`src/rtl/mult_share_arbiter.sv`:
```
// mult_share_arbiter
//
// Purpose: shares one sequential unsigned shift-add multiplier among NUM_REQ requesters.
// Requests are granted round-robin. Each product returns on a single response channel,
// tagged with the ID of the requester that issued it.
//
// Ports:
//   sclk       - system clock, rising edge
//   s_rst_n    - asynchronous active-low reset
//   req_valid  - per-requester operand valid
//   req_ready  - per-requester accept (one-hot or zero, only in IDLE)
//   req_x      - packed multiplicands, channel i at [i*DW +: DW]
//   req_y      - packed multipliers, same packing
//   rsp_valid  - product valid
//   rsp_ready  - consumer accepts product
//   rsp_p      - unsigned product (2*DW bits)
//   rsp_id     - index of the requester that issued the product
//   busy       - high whenever the FSM is not in IDLE
//
// Optional feature: define MULT_EARLY_TERM_EN to leave CALC as soon as the shifted
// multiplier becomes zero. The product is the same; only the latency changes.
module mult_share_arbiter #(
   parameter int unsigned NUM_REQ = 4,
   parameter int unsigned DW      = 8,
   parameter int unsigned IDW     = 2
) (
   input  logic                  sclk,
   input  logic                  s_rst_n,
   input  logic [NUM_REQ-1:0]    req_valid,
   output logic [NUM_REQ-1:0]    req_ready,
   input  logic [NUM_REQ*DW-1:0] req_x,
   input  logic [NUM_REQ*DW-1:0] req_y,
   output logic                  rsp_valid,
   input  logic                  rsp_ready,
   output logic [2*DW-1:0]       rsp_p,
   output logic [IDW-1:0]        rsp_id,
   output logic                  busy
);

   localparam int unsigned CW = (DW > 1) ? $clog2(DW) : 1;

   typedef enum logic [1:0] {StIdle, StCalc, StDone} state_e;

   state_e          r_state, w_state_next;
   logic [IDW-1:0]  r_rr_ptr, r_tag;
   logic [2*DW-1:0] r_x, r_acc;
   logic [DW-1:0]   r_y;
   logic [CW-1:0]   r_count;
   logic [2*DW-1:0] r_rsp_p;
   logic [IDW-1:0]  r_rsp_id;

   logic [IDW-1:0]  w_grant, w_idx;
   logic            w_found;
   logic [DW-1:0]   w_sel_x, w_sel_y;
   logic            w_accept;
   logic            w_calc_last;
   logic [DW-1:0]   w_y_shift;
   logic [2*DW-1:0] w_acc_sum;

   // Round-robin search: first valid channel at or above rr_ptr, wrapping.
   always_comb begin
      w_found = 1'b0;
      w_grant = '0;
      w_idx   = '0;
      w_sel_x = '0;
      w_sel_y = '0;
      for (int unsigned k = 0; k < NUM_REQ; k++) begin
         w_idx = IDW'((32'(r_rr_ptr) + k) % NUM_REQ);
         if (!w_found && req_valid[w_idx]) begin
            w_found = 1'b1;
            w_grant = w_idx;
            w_sel_x = req_x[w_idx*DW +: DW];
            w_sel_y = req_y[w_idx*DW +: DW];
         end
      end
   end

   assign w_y_shift = r_y >> 1;
   assign w_acc_sum = r_y[0] ? (r_acc + r_x) : r_acc;

`ifdef MULT_EARLY_TERM_EN
   // No set bits left in the multiplier: remaining partial products are all zero.
   assign w_calc_last = (r_count == CW'(DW - 1)) || (w_y_shift == '0);
`else
   assign w_calc_last = (r_count == CW'(DW - 1));
`endif

   // Next-state and handshake outputs.
   always_comb begin
      w_state_next = r_state;
      req_ready    = '0;
      w_accept     = 1'b0;
      unique case (r_state)
         StIdle: begin
            if (w_found) begin
               req_ready[w_grant] = 1'b1;
               w_accept           = 1'b1;
               w_state_next       = StCalc;
            end
         end
         StCalc: begin
            if (w_calc_last) w_state_next = StDone;
         end
         StDone: begin
            if (rsp_ready) w_state_next = StIdle;
         end
         default: w_state_next = StIdle;
      endcase
   end

   always_ff @(posedge sclk or negedge s_rst_n) begin
      if (!s_rst_n) r_state <= StIdle;
      else          r_state <= w_state_next;
   end

   always_ff @(posedge sclk or negedge s_rst_n) begin
      if (!s_rst_n) begin
         r_rr_ptr <= '0;
         r_tag    <= '0;
         r_x      <= '0;
         r_y      <= '0;
         r_acc    <= '0;
         r_count  <= '0;
         r_rsp_p  <= '0;
         r_rsp_id <= '0;
      end else begin
         if (w_accept) begin
            r_x      <= {{DW{1'b0}}, w_sel_x};
            r_y      <= w_sel_y;
            r_acc    <= '0;
            r_count  <= '0;
            r_tag    <= w_grant;
            r_rr_ptr <= (w_grant == IDW'(NUM_REQ - 1)) ? '0 : w_grant + 1'b1;
         end else if (r_state == StCalc) begin
            r_acc   <= w_acc_sum;
            r_x     <= r_x << 1;
            r_y     <= w_y_shift;
            r_count <= r_count + 1'b1;
            // Result includes this cycle's partial product.
            if (w_calc_last) begin
               r_rsp_p  <= w_acc_sum;
               r_rsp_id <= r_tag;
            end
         end
      end
   end

   assign rsp_valid = (r_state == StDone);
   assign rsp_p     = r_rsp_p;
   assign rsp_id    = r_rsp_id;
   assign busy      = (r_state != StIdle);

endmodule

```
`config.mk`:
```
export PLATFORM = sky130hd
export DESIGN_NAME = mult_share_arbiter
export DESIGN_NICKNAME = d
export VERILOG_FILES = /design/src/rtl/mult_share_arbiter.sv
export SDC_FILE = /design/constraint.sdc
export NUM_CORES = 1
export LEC_CHECK = 0
export ABC_AREA = 1
export BUFFER_PORTS_ARGS = -buffer_cell sky130_fd_sc_hd__buf_2
export CORE_AREA = 2 2 146 148
export CTS_CLUSTER_SIZE = 30
export DETAILED_ROUTE_END_ITERATION = 10
export DIE_AREA = 0 0 148 150
export PLACE_DENSITY = 0.45
export SKIP_LAST_GASP = 1
export SLEW_MARGIN = 40
export SYNTH_ARGS = -nofsm -noshare
export SYNTH_HDL_FRONTEND = slang
export SYNTH_SLANG_ARGS = --single-unit
export TNS_END_PERCENT = 1
```
`constraint.sdc`:
```
create_clock -name sclk -period 3.15 [get_ports sclk]
set_input_delay 0.315 -clock sclk [delete_from_list [all_inputs] [get_ports sclk]]
set_output_delay 0.315 -clock sclk [all_outputs]
set_load 0.05 [all_outputs]
```
==> results of run 1 <==
## cell usage after synthesis
cell type	instances
buf_2	8
inv_2	8
o211ai_1	1
nand2_1	424
nand2_2	4
fa_1	1
o22ai_1	9
buf_6	5
dfrtp_1	67
or2_2	4
xnor2_1	5
buf_1	6
o21bai_1	2
inv_1	113
a21oi_1	13
nand4_1	15
nor3_1	3
mux2i_1	14
nor2_8	1
clkbuf_1	30
nor3_4	1
a21oi_2	10
nand2_4	4
o21ai_4	1
o31ai_1	1
o21ai_0	103
ha_1	21
o21a_1	1
nand3_2	1
nor2_1	46
nand3_1	71
xor2_1	3
buf_4	2
and2_1	1
o21ai_1	10
## kinds of logic after synthesis
family                     after synthesis
xor gates and xnor gates                 8
muxes                                   14
DFF                                     67
adders and majority gates               22
AOI/OAI and AO/OA                      151
and+or+nand+nor                        575
buffers and inverters                  172
## power by group through the flow
stage	Sequential (mW)	Combinational (mW)	Clock, mW
after floorplan	1.79	4.50	0
after global placement	1.58	6.14	0
after detailed placement	1.57	6.16	0
after CTS	1.56	6.19	1.02
after global routing	1.61	7.11	1.05
final	1.54	6.22	0.998
## worst max-delay path by stage
stage / from / depth (start not counted) / end / slack [ns]
2_1_floorplan: r_rr_ptr[0] / 13 / req_ready[3] / 0.44
3_3_place_gp: r_rr_ptr[0] / 15 / req_ready[3] / 0.36
3_5_place_dp: r_rr_ptr[1] / 14 / req_ready[3] / 0.27
4_1_cts: r_rr_ptr[0] / 13 / req_ready[3] / 0.01
5_1_grt: r_rr_ptr[0] / 15 / req_ready[3] / -0.003
6_report: r_rr_ptr[1] / 11 / req_ready[0] / 0.21
## metal layers
metal	routed length, µm	share of wire (%)
met1	9520	53
met2	7820	43
met3	530	2.9
met4	144	0.80
met5	0	0
## flip-flops by register name (all words and copies together), names as in the netlist
signal    cells
r_state       2
r_y           8
rsp_id        2
r_acc        16
r_rr_ptr      2
rsp_p        16
r_count       3
r_tag         2
r_x          16
## what timing repair did
action	4_1_cts	5_1_grt
hold buffers	0	1
setup buffers	1	3
pin swaps	1	1
resized for setup	1	11
setup endpoints to repair	4	4
hold endpoints to repair	0	31
## metrics by stage
stage / setup TNS (ns) / utilization, %
CTS: 0 / 34.1
global placement: 0 / 32.7
detailed placement: 0 / 32.7
floorplan: 0 / -
global route: -0.00266 / 34.4
finish: 0 / 34.4
## cell type report
cell class / count / area (µm²)
Clock buffer: 11 / 233
Clock inverter: 5 / 53.8
Fill cell: 2321 / 13600
Inverter: 121 / 459
Multi-Input combinational cell: 770 / 3710
Sequential cell: 67 / 1680
Tap cell: 275 / 344
Timing Repair Buffer: 112 / 643
==> summary.md, run 1 <==
| Metric | Value |
|---|---|
| Ant. Diodes | `0` |
| Cell area power density | `1230 nW/µm²` |
| Reg2reg end | `r_x[15]` |
| DR DRC count | `0` |
| Seq cells post-synth | `67` |
| Actual slew at the worst max-slew pin | `0.618 ns` |
| Design area | `7130 µm²` |
| Gate power share | `71.0%` |
| Cell Chain, Critical Path | `buf_4, nand2_1, nand2_4, buf_4, o21a_1, nand3_1, inv_1, ha_1, inv_1, nor2_1, buf_2` |
| Hold Path Class | `in -> reg` |
| Final nets | `1,174` |
| Vias in the first global route | `5,800` |
| CTS sink count | `67` |
| Clock latency on the worst-skew pair | `0.34 ns` |
| Register-to-Register Path Depth | `13` |
| Delay of the slowest cell on the worst path | `0.49 ns` |
| Vias | `6,159` |
| Remaining Overflow, GRT | `0` |
| Max-Cap Viols | `0` |
| Worst Skew | `0.0108 ns` |
| R2r startpoint | `r_rr_ptr[0]` |
| Cell-internal power | `3.84 mW` |
| Seq/Total Area, Yosys | `27.6%` |
| Largest family of logic cells by synthesized area | `simple AND/OR/NAND/NOR gates` |
| Layout cells sized above 1 | `15.0%` |
| Post-route ant nets | `0` |
| TritonCTS clock tree | `yes` |
| Met1 Usage GRT | `23.5%` |
| Total track usage | `16.6%` |
| Synth Area in XOR/XNOR | `1.15%` |
| Max Fclk | `340 MHz` |
| Post-synthesis compound-gate area fraction | `13.6%` |
| Pin count of the biggest net entering global routing | `111` |
| Antenna violations before repair | `0` |
| Outcome | `finished clean` |
| Slew Limit Fails | `0` |
| Most frequent cells in the layout | `nand2_1 (423), inv_1 (113), o21ai_0 (103), buf_2 (91), nand3_1 (71)` |
| Starting Density | `29.4%` |
| Slowest-stage cell, CP | `dfrtp_2` |
| Number of cell rows | `53` |
| Sw Share | `56.1%` |
| Clock power frac | `11.4%` |
| Average cell area after synthesis | `6.02 µm²` |
| Synth area leader | `dfrtp_1` |
| Required time worst endpoint | `2.83 ns` |
| Worst reg2reg setup slack | `0.65 ns` |
| First DRT Iteration DRCs | `251` |
| Finished Layout Cells | `1,361` |
| Met2 Track Usage GR | `27.0%` |
| DR pass1 iterations | `5` |
| GRT busiest layer | `met2` |
| Crit path kind | `reg -> out` |
| Clock root cell | `clkbuf_16` |
| Final WS setup | `0.207 ns` |
| Adder-Cell Fraction of Synth Area | `4.65%` |
| WHS Endpoint | `r_state[1]` |
| CP arrival | `2.63 ns` |
| Syn_nets | `1,102` |
| Smallest hold slack | `0.168 ns` |
| Core Region | `20,700 µm²` |
| DR WL/cell | `13.2 µm` |
| Total power | `8.76 mW` |
| Post-Syn Instances | `1,009` |
| Min-delay src | `rsp_ready` |
| Placed inst area | `6760 µm²` |
| Cts bufs inserted | `9` |
| Static Leakage | `4.01 nW` |
| Worst setup EP type | `output port` |
| Setup slack at placement | `0.274 ns` |
| Final setup fails | `0` |
| Psw | `4.92 mW` |
| Placed insts | `1,340` |
| Area of the mapped netlist | `6070 µm²` |
| Worst-path clk slew | `0.06 ns` |
| I/O pins | `95` |
| Worst hold stages | `2` |
| Port Buf Inserts | `94` |
| M3 GR Usage | `1.62%` |
| CP startpoint kind | `register` |
| P&R area growth vs syn | `17.3%` |
| Seq pwr share | `17.6%` |
| Simple-gate portion of the synthesized area | `39.1%` |
| Die H | `150 µm` |
| Die ar. | `22,200 µm²` |
| CP top delay family | `buffers and inverters` |
| H-tree depth | `3` |
| Worst relative slew slack | `58.7%` |
| Post-DP HPWL | `13.2 mm` |
| Crit path buf inv count | `5` |
| Synthesis warning total | `0` |
| Final worst-path cycle share | `93.4%` |
| Final hold vios | `0` |
| Max Root-Sink Buffers | `2` |
| Mux share of post-synthesis cell area | `2.31%` |
| Post-synth top area share | `27.6%` |
| Synth unique cells | `35` |
| CP max FO | `18` |
| Final WL | `18.0 mm` |
| Area contributors post-synth | `dfrtp_1 (28%), nand2_1 (26%), o21ai_0 (8.5%)` |
| Min Clock Period, post-route | `2.94 ns` |
| GPL Wtd Cong | `0.818` |
| Most common cell after layout, fill and taps aside | `nand2_1` |
| Die X | `148 µm` |
| Worst vdd ir | `0.369 mV` |
| Via/cell ratio | `4.53` |
| Global-route wire length before repair | `29.7 mm` |
(Power assumes the default switching activity.)
==> inputs of run 2 (changes only) <==
--- a/config.mk
+++ b/config.mk
@@ -11,7 +11,6 @@
 export CTS_CLUSTER_SIZE = 30
 export DETAILED_ROUTE_END_ITERATION = 10
 export DIE_AREA = 0 0 148 150
-export PLACE_DENSITY = 0.45
 export SKIP_LAST_GASP = 1
 export SLEW_MARGIN = 40
 export SYNTH_ARGS = -nofsm -noshare
==> summary.md, run 2 (same netlist as run 1, synthesis figures left out) <==
| Metric | Value |
|---|---|
| Outcome | `complete, but fails checks` |
| Failing checks | `negative hold slack` |
| Register-to-Register Path Depth | `14 (+1)` |
| Finished Layout Cells | `1,361 (unchanged)` |
| Final setup fails | `0 (unchanged)` |
| Total track usage | `14.9% (-1.7 points)` |
| Cell-internal power | `3.92 mW (+1.9%)` |
| Antenna violations before repair | `0 (unchanged)` |
| CP startpoint kind | `register` |
| Vias | `6,158 (-0.016%)` |
| Vias in the first global route | `5,609 (-3.3%)` |
| Port Buf Inserts | `94 (unchanged)` |
| Most common cell after layout, fill and taps aside | `nand2_1` |
| CP arrival | `2.61 ns (-0.02 ns)` |
| Static Leakage | `4.02 nW (+0.33%)` |
| Max-Cap Viols | `0 (unchanged)` |
| Worst vdd ir | `0.405 mV (+9.8%)` |
| Area of the multi-input gates | `3720 µm² (+0.30%)` |
| I/O pins | `95 (unchanged)` |
| Worst-path clk slew | `0.05 ns (about the same)` |
| Most frequent cells in the layout | `nand2_1 (423), inv_1 (113), o21ai_0 (103), buf_2 (92), nand3_1 (71)` |
| Psw | `4.79 mW (-2.6%)` |
| CTS sink count | `67 (unchanged)` |
| Seq pwr share | `17.6% (about the same)` |
| Clock power frac | `12.0% (+0.6 points)` |
| Die ar. | `22,200 µm² (unchanged)` |
| Final worst-path cycle share | `92.8% (-0.68 points)` |
| Clock root cell | `clkbuf_16` |
| Layout Utilization | `34.5% (+0.067 points)` |
| Smallest hold slack | `-0.0212 ns (-0.189 ns)` |
| Die X | `148 µm (unchanged)` |
| CP max FO | `15 (-3)` |
| Required time worst endpoint | `2.83 ns (about the same)` |
| Final hold vios | `24 (+24)` |
| TritonCTS clock tree | `yes` |
| GPL Wtd Cong | `0.849 (+3.9%)` |
| Post-route ant nets | `0 (unchanged)` |
| Remaining Overflow, GRT | `0 (unchanged)` |
| Final nets | `1,175 (+0.085%)` |
| Via/cell ratio | `4.52 (about the same)` |
| Pin count of the biggest net entering global routing | `111 (unchanged)` |
| Layout cells sized above 1 | `15.1% (+0.092 points)` |
| Number of cell rows | `53 (unchanged)` |
| DR DRC count | `0 (unchanged)` |
| Worst relative slew slack | `60.3% (+1.6 points)` |
| TNS Setup | `0 ns (unchanged)` |
| Clock latency on the worst-skew pair | `0.33 ns (about the same)` |
| P&R area growth vs syn | `17.5%` |
| Min Clock Period, post-route | `2.92 ns (-0.0213 ns)` |
| Worst Skew | `0.00506 ns (-0.00571 ns)` |
| Ant. Diodes | `0 (unchanged)` |
| Starting Density | `29.4% (unchanged)` |
| Design area | `7140 µm² (+0.19%)` |
| Max Fclk | `342 MHz (+0.73%)` |
| Core Region | `20,700 µm² (unchanged)` |
| DR WL/cell | `12.0 µm (-9.3%)` |
| Cts bufs inserted | `9 (unchanged)` |
| Final WL | `16.3 mm (-9.3%)` |
| Cell area power density | `1220 nW/µm² (-0.85%)` |
| Max Root-Sink Buffers | `2 (unchanged)` |
| DR pass1 iterations | `5 (unchanged)` |
| Slew Limit Fails | `0 (unchanged)` |
| Post-DP HPWL | `12.1 mm (-8.2%)` |
| Crit path kind | `reg -> out` |
| Placed inst area | `6750 µm² (about the same)` |
| Unrepaired setup endpoints after global routing | `no` |
| Worst setup EP type | `output port` |
| Fillcell total | `2,302 (-0.82%)` |
| Global-route wire length before repair | `27.1 mm (-8.9%)` |
| Gate power share | `70.4% (-0.6 points)` |
| Sw Share | `55.0% (-1.1 points)` |
| R2r startpoint | `r_rr_ptr[0]` |
| Hold Path Class | `in -> async` |
| H-tree depth | `3 (unchanged)` |
| Sequential cell area | `1680 µm² (about the same)` |
| Actual slew at the worst max-slew pin | `0.596 ns (-0.0225 ns)` |
| First DRT Iteration DRCs | `238 (-5.2%)` |
| Placed insts | `1,341 (+0.075%)` |
| Worst setup startpoint | `r_rr_ptr[0]` |
| Die H | `150 µm (unchanged)` |
[run 2: repair_timing]
| item | in CTS | in global routing |
|---|---|---|
| buffers inserted | 1 | 3 |
| cloned | 0 | 1 |
| resized for setup | 1 | 8 |
| hold buffers | 0 | 0 |
| setup endpoints to repair | 2 | 4 |
| pin swaps | 2 | 2 |
[run 2: layout make-up]
cell class | count | share of cell area (%)
clock buffers | 14 | 3.98
flip-flops and latches | 67 | 23.5
clock inverters | 1 | 0.421
well taps | 275 | 4.82
repair buffers | 112 | 8.71
multi-input cells | 771 | 52.1
inverters | 121 | 6.40
[run 2: final timing paths]
path	end	slack, ns
setup / recovery	req_ready[3]	0.23
hold / removal	rsp_id[0]	-0.02
setup reg to reg	r_x[15]	0.68
hold reg to reg	rsp_p[10]	0.47
max in group asynchronous	rsp_p[14]	2.34
min in group sclk	r_state[1]	0.16
[run 2: metrics by stage]
step	hold WS [ns]	worst slack, ns	power (mW)
CTS	0.00916	0.0103	8.66
floorplan	0.0194	0.443	6.29
global placement	0.366	0.348	7.47
finish	-0.0212	0.228	8.71
global route	0.0448	0.00440	9.70
detailed placement	0.365	0.334	7.56
[run 2: power groups by stage]
stage                     combinational, mW  sequential, mW  clock (mW)
final                                  6.13            1.54        1.05
after global routing                   7.00            1.59        1.10
after CTS                              6.05            1.55        1.07
after detailed placement               6.00            1.55           0
after global placement                 5.92            1.55           0
after floorplan                        4.50            1.79           0
[run 2: metal layers]
metal | wire length, µm | track usage [%]
met1 | 8690 | 22.2
met2 | 6750 | 22.6
met3 | 728 | 1.83
met4 | 174 | 4.00
met5 | 0 | 0
[run 2: critical path, stage by stage, from the launching register on]
cell      delay [ns]
dfrtp_4         0.55
inv_2           0.13
nand2_1         0.07
nand2_1         0.07
nand2_2         0.13
nand2_8         0.18
inv_4           0.10
nand2_1         0.13
nand2_1         0.07
nand2_1         0.07
nand3_1         0.13
inv_1           0.10
ha_1            0.14
inv_1           0.04
nor2_1          0.09
clkbuf_4        0.24
==> inputs of run 3 (changes only) <==
--- a/config.mk
+++ b/config.mk
@@ -8,9 +8,11 @@
 export ABC_AREA = 1
 export BUFFER_PORTS_ARGS = -buffer_cell sky130_fd_sc_hd__buf_2
 export CORE_AREA = 2 2 146 148
+export CTS_BUF_LIST = sky130_fd_sc_hd__clkbuf_8
 export CTS_CLUSTER_SIZE = 30
 export DETAILED_ROUTE_END_ITERATION = 10
 export DIE_AREA = 0 0 148 150
+export GPL_ROUTABILITY_DRIVEN = 0
 export SKIP_LAST_GASP = 1
 export SLEW_MARGIN = 40
 export SYNTH_ARGS = -nofsm -noshare
==> summary.md, run 3 (same netlist as run 1, synthesis figures left out) <==
| Metric | Value |
|---|---|
| Worst setup EP type | `output port` |
| Die X | `148 µm (unchanged)` |
| Ant. Diodes | `0 (unchanged)` |
| Static Leakage | `3.98 nW (-0.93%)` |
| Final WL | `16.3 mm (-0.16%)` |
| Reg2reg end | `r_acc[2]` |
| Cell area power density | `1190 nW/µm² (-2.0%)` |
| CP startpoint kind | `register` |
| Slowest-stage cell, CP | `dfrtp_4` |
| Via/cell ratio | `4.52 (about the same)` |
| DR pass1 iterations | `6 (+1)` |
| Actual slew at the worst max-slew pin | `0.588 ns (-0.00754 ns)` |
| Placed inst area | `6750 µm² (unchanged)` |
| DR DRC count | `0 (unchanged)` |
| Worst vdd ir | `0.408 mV (+0.80%)` |
| Hold Path Class | `in -> reg` |
| Max-Cap Viols | `0 (unchanged)` |
| Final setup fails | `0 (unchanged)` |
| Worst reg2reg setup slack | `0.66 ns (-0.02 ns)` |
| Crit path kind | `reg -> out` |
| Most frequent CP cell | `nand2_1` |
| Finished Layout Cells | `1,362 (+0.073%)` |
| TNS Setup | `0 ns (unchanged)` |
| Worst-path clk slew | `0.07 ns (+0.02 ns)` |
| Fillcell total | `2,312 (+0.43%)` |
| Antenna violations before repair | `0 (unchanged)` |
| Min Clock Period, post-route | `2.91 ns (-0.0148 ns)` |
| Number of cell rows | `53 (unchanged)` |
| Global-route wire length before repair | `27.1 mm (about the same)` |
| Clock root cell | `clkbuf_8` |
| Final hold vios | `0 (-100%)` |
| Port Buf Inserts | `94 (unchanged)` |
| Required time worst endpoint | `2.83 ns (about the same)` |
| Placed insts | `1,341 (unchanged)` |
| Vias in the first global route | `5,595 (-0.25%)` |
| First DRT Iteration DRCs | `274 (+15%)` |
| Worst Skew | `0.00534 ns (+0.000274 ns)` |
| Final nets | `1,176 (+0.085%)` |
| Vias | `6,159 (+0.016%)` |
| CTS sink count | `67 (unchanged)` |
| Delay of the slowest cell on the worst path | `0.56 ns (about the same)` |
| Layout Utilization | `34.1% (-0.44 points)` |
| CP arrival | `2.59 ns (-0.02 ns)` |
| Clock latency on the worst-skew pair | `0.34 ns (about the same)` |
| Worst relative slew slack | `60.8% (+0.50 points)` |
| Remaining Overflow, GRT | `0 (unchanged)` |
| Post-DP HPWL | `12.1 mm (unchanged)` |
| Max Fclk | `344 MHz (+0.51%)` |
| Slew Limit Fails | `0 (unchanged)` |
| TritonCTS clock tree | `yes` |
| Layout cells sized above 1 | `15.1% (about the same)` |
| Core Region | `20,700 µm² (unchanged)` |
| Final worst-path cycle share | `92.3% (-0.47 points)` |
| Cell Chain, Critical Path | `inv_2, nand2_1, nand2_1, nand2_2, nand2_8, inv_4, nand2_1, nand2_1, nand2_1, nand3_1, inv_1, ha_1, inv_1, nor2_1, buf_4` |
| DR WL/cell | `12.0 µm (-0.23%)` |
| Outcome | `finished clean` |
| WHS Endpoint | `r_state[1]` |
| R2r startpoint | `r_rr_ptr[0]` |
| Total power | `8.42 mW (-3.3%)` |
| Final WS setup | `0.243 ns (+0.0148 ns)` |
| Max Root-Sink Buffers | `2 (unchanged)` |
| I/O pins | `95 (unchanged)` |
| Design area | `7050 µm² (-1.3%)` |
| Worst hold stages | `2` |
| Post-route ant nets | `0 (unchanged)` |
| Cts bufs inserted | `9 (unchanged)` |
| Most frequent cells in the layout | `nand2_1 (423), inv_1 (114), o21ai_0 (103), buf_2 (92), nand3_1 (71)` |
| Starting Density | `29.4% (unchanged)` |
| Most common cell after layout, fill and taps aside | `nand2_1` |
| Unrepaired setup endpoints after global routing | `yes` |
| Total track usage | `14.8% (-0.058 points)` |
| Pin count of the biggest net entering global routing | `111 (unchanged)` |
| Min-delay src | `rsp_ready` |
| CP max FO | `15 (unchanged)` |
| Smallest hold slack | `0.148 ns (+0.169 ns)` |
| H-tree depth | `3 (unchanged)` |
| Setup slack at placement | `0.334 ns (unchanged)` |
| Die H | `150 µm (unchanged)` |
| Die ar. | `22,200 µm² (unchanged)` |
| Register-to-Register Path Depth | `14 (unchanged)` |
| P&R area growth vs syn | `16.0%` |
run 3: worst max-delay path by stage:
stage	start	cells past startpoint	end	slack, ns
2_1_floorplan	r_rr_ptr[0]	13	req_ready[3]	0.44
3_3_place_gp	r_rr_ptr[0]	15	req_ready[3]	0.35
3_5_place_dp	r_rr_ptr[0]	15	req_ready[3]	0.33
4_1_cts	r_rr_ptr[0]	15	req_ready[1]	0.06
5_1_grt	r_rr_ptr[0]	15	req_ready[1]	-0.006
6_report	r_rr_ptr[0]	15	req_ready[3]	0.24
run 3: layer usage:
| layer | track usage, % | vias to the layer above | part of all wire [%] |
|---|---|---|---|
| met5 | 0 | - | 0 |
| met1 | 22.2 | 2654 | 53 |
| met3 | 2.01 | 8 | 5.0 |
| li1 | - | 3346 | - |
| met4 | 3.29 | 0 | 0.74 |
| met2 | 22.6 | 151 | 42 |
run 3: repair_timing:
item                                   CTS  global route
endpoints found under the hold margin   24             0
hold buffers                             1             0
pin swaps                                2             2
setup endpoints to repair                2             4
gates cloned                             0             1
setup buffers                            1             3
resized for setup                        2             7
run 3: cell type report:
class	count	area [µm²]	share of cell area [%]
sequential	67	1680	23.8
timing repair buffer	113	632	8.97
tap	275	344	4.88
clock inverter	2	33.8	0.479
multi-input combinational	771	3720	52.8
inverter	121	457	6.48
clock buffer	13	179	2.54
run 3: report_power, final:
part / switching [mW] / internal (mW) / total, mW / leakage, nW
clock network: 0.316 / 0.445 / 0.761 / 0.113
logic: 4.17 / 1.96 / 6.13 / 3.02
registers: 0.268 / 1.26 / 1.53 / 0.846
total: 4.76 / 3.67 / 8.42 / 3.98
run 3: critical path, delay by kind of cell, from the launching register on:
kind	cells	cell delay [ns]
buffers and inverters	5	0.58
adders and majority gates	1	0.14
DFF	1	0.56
and+or+nand+nor	9	0.94
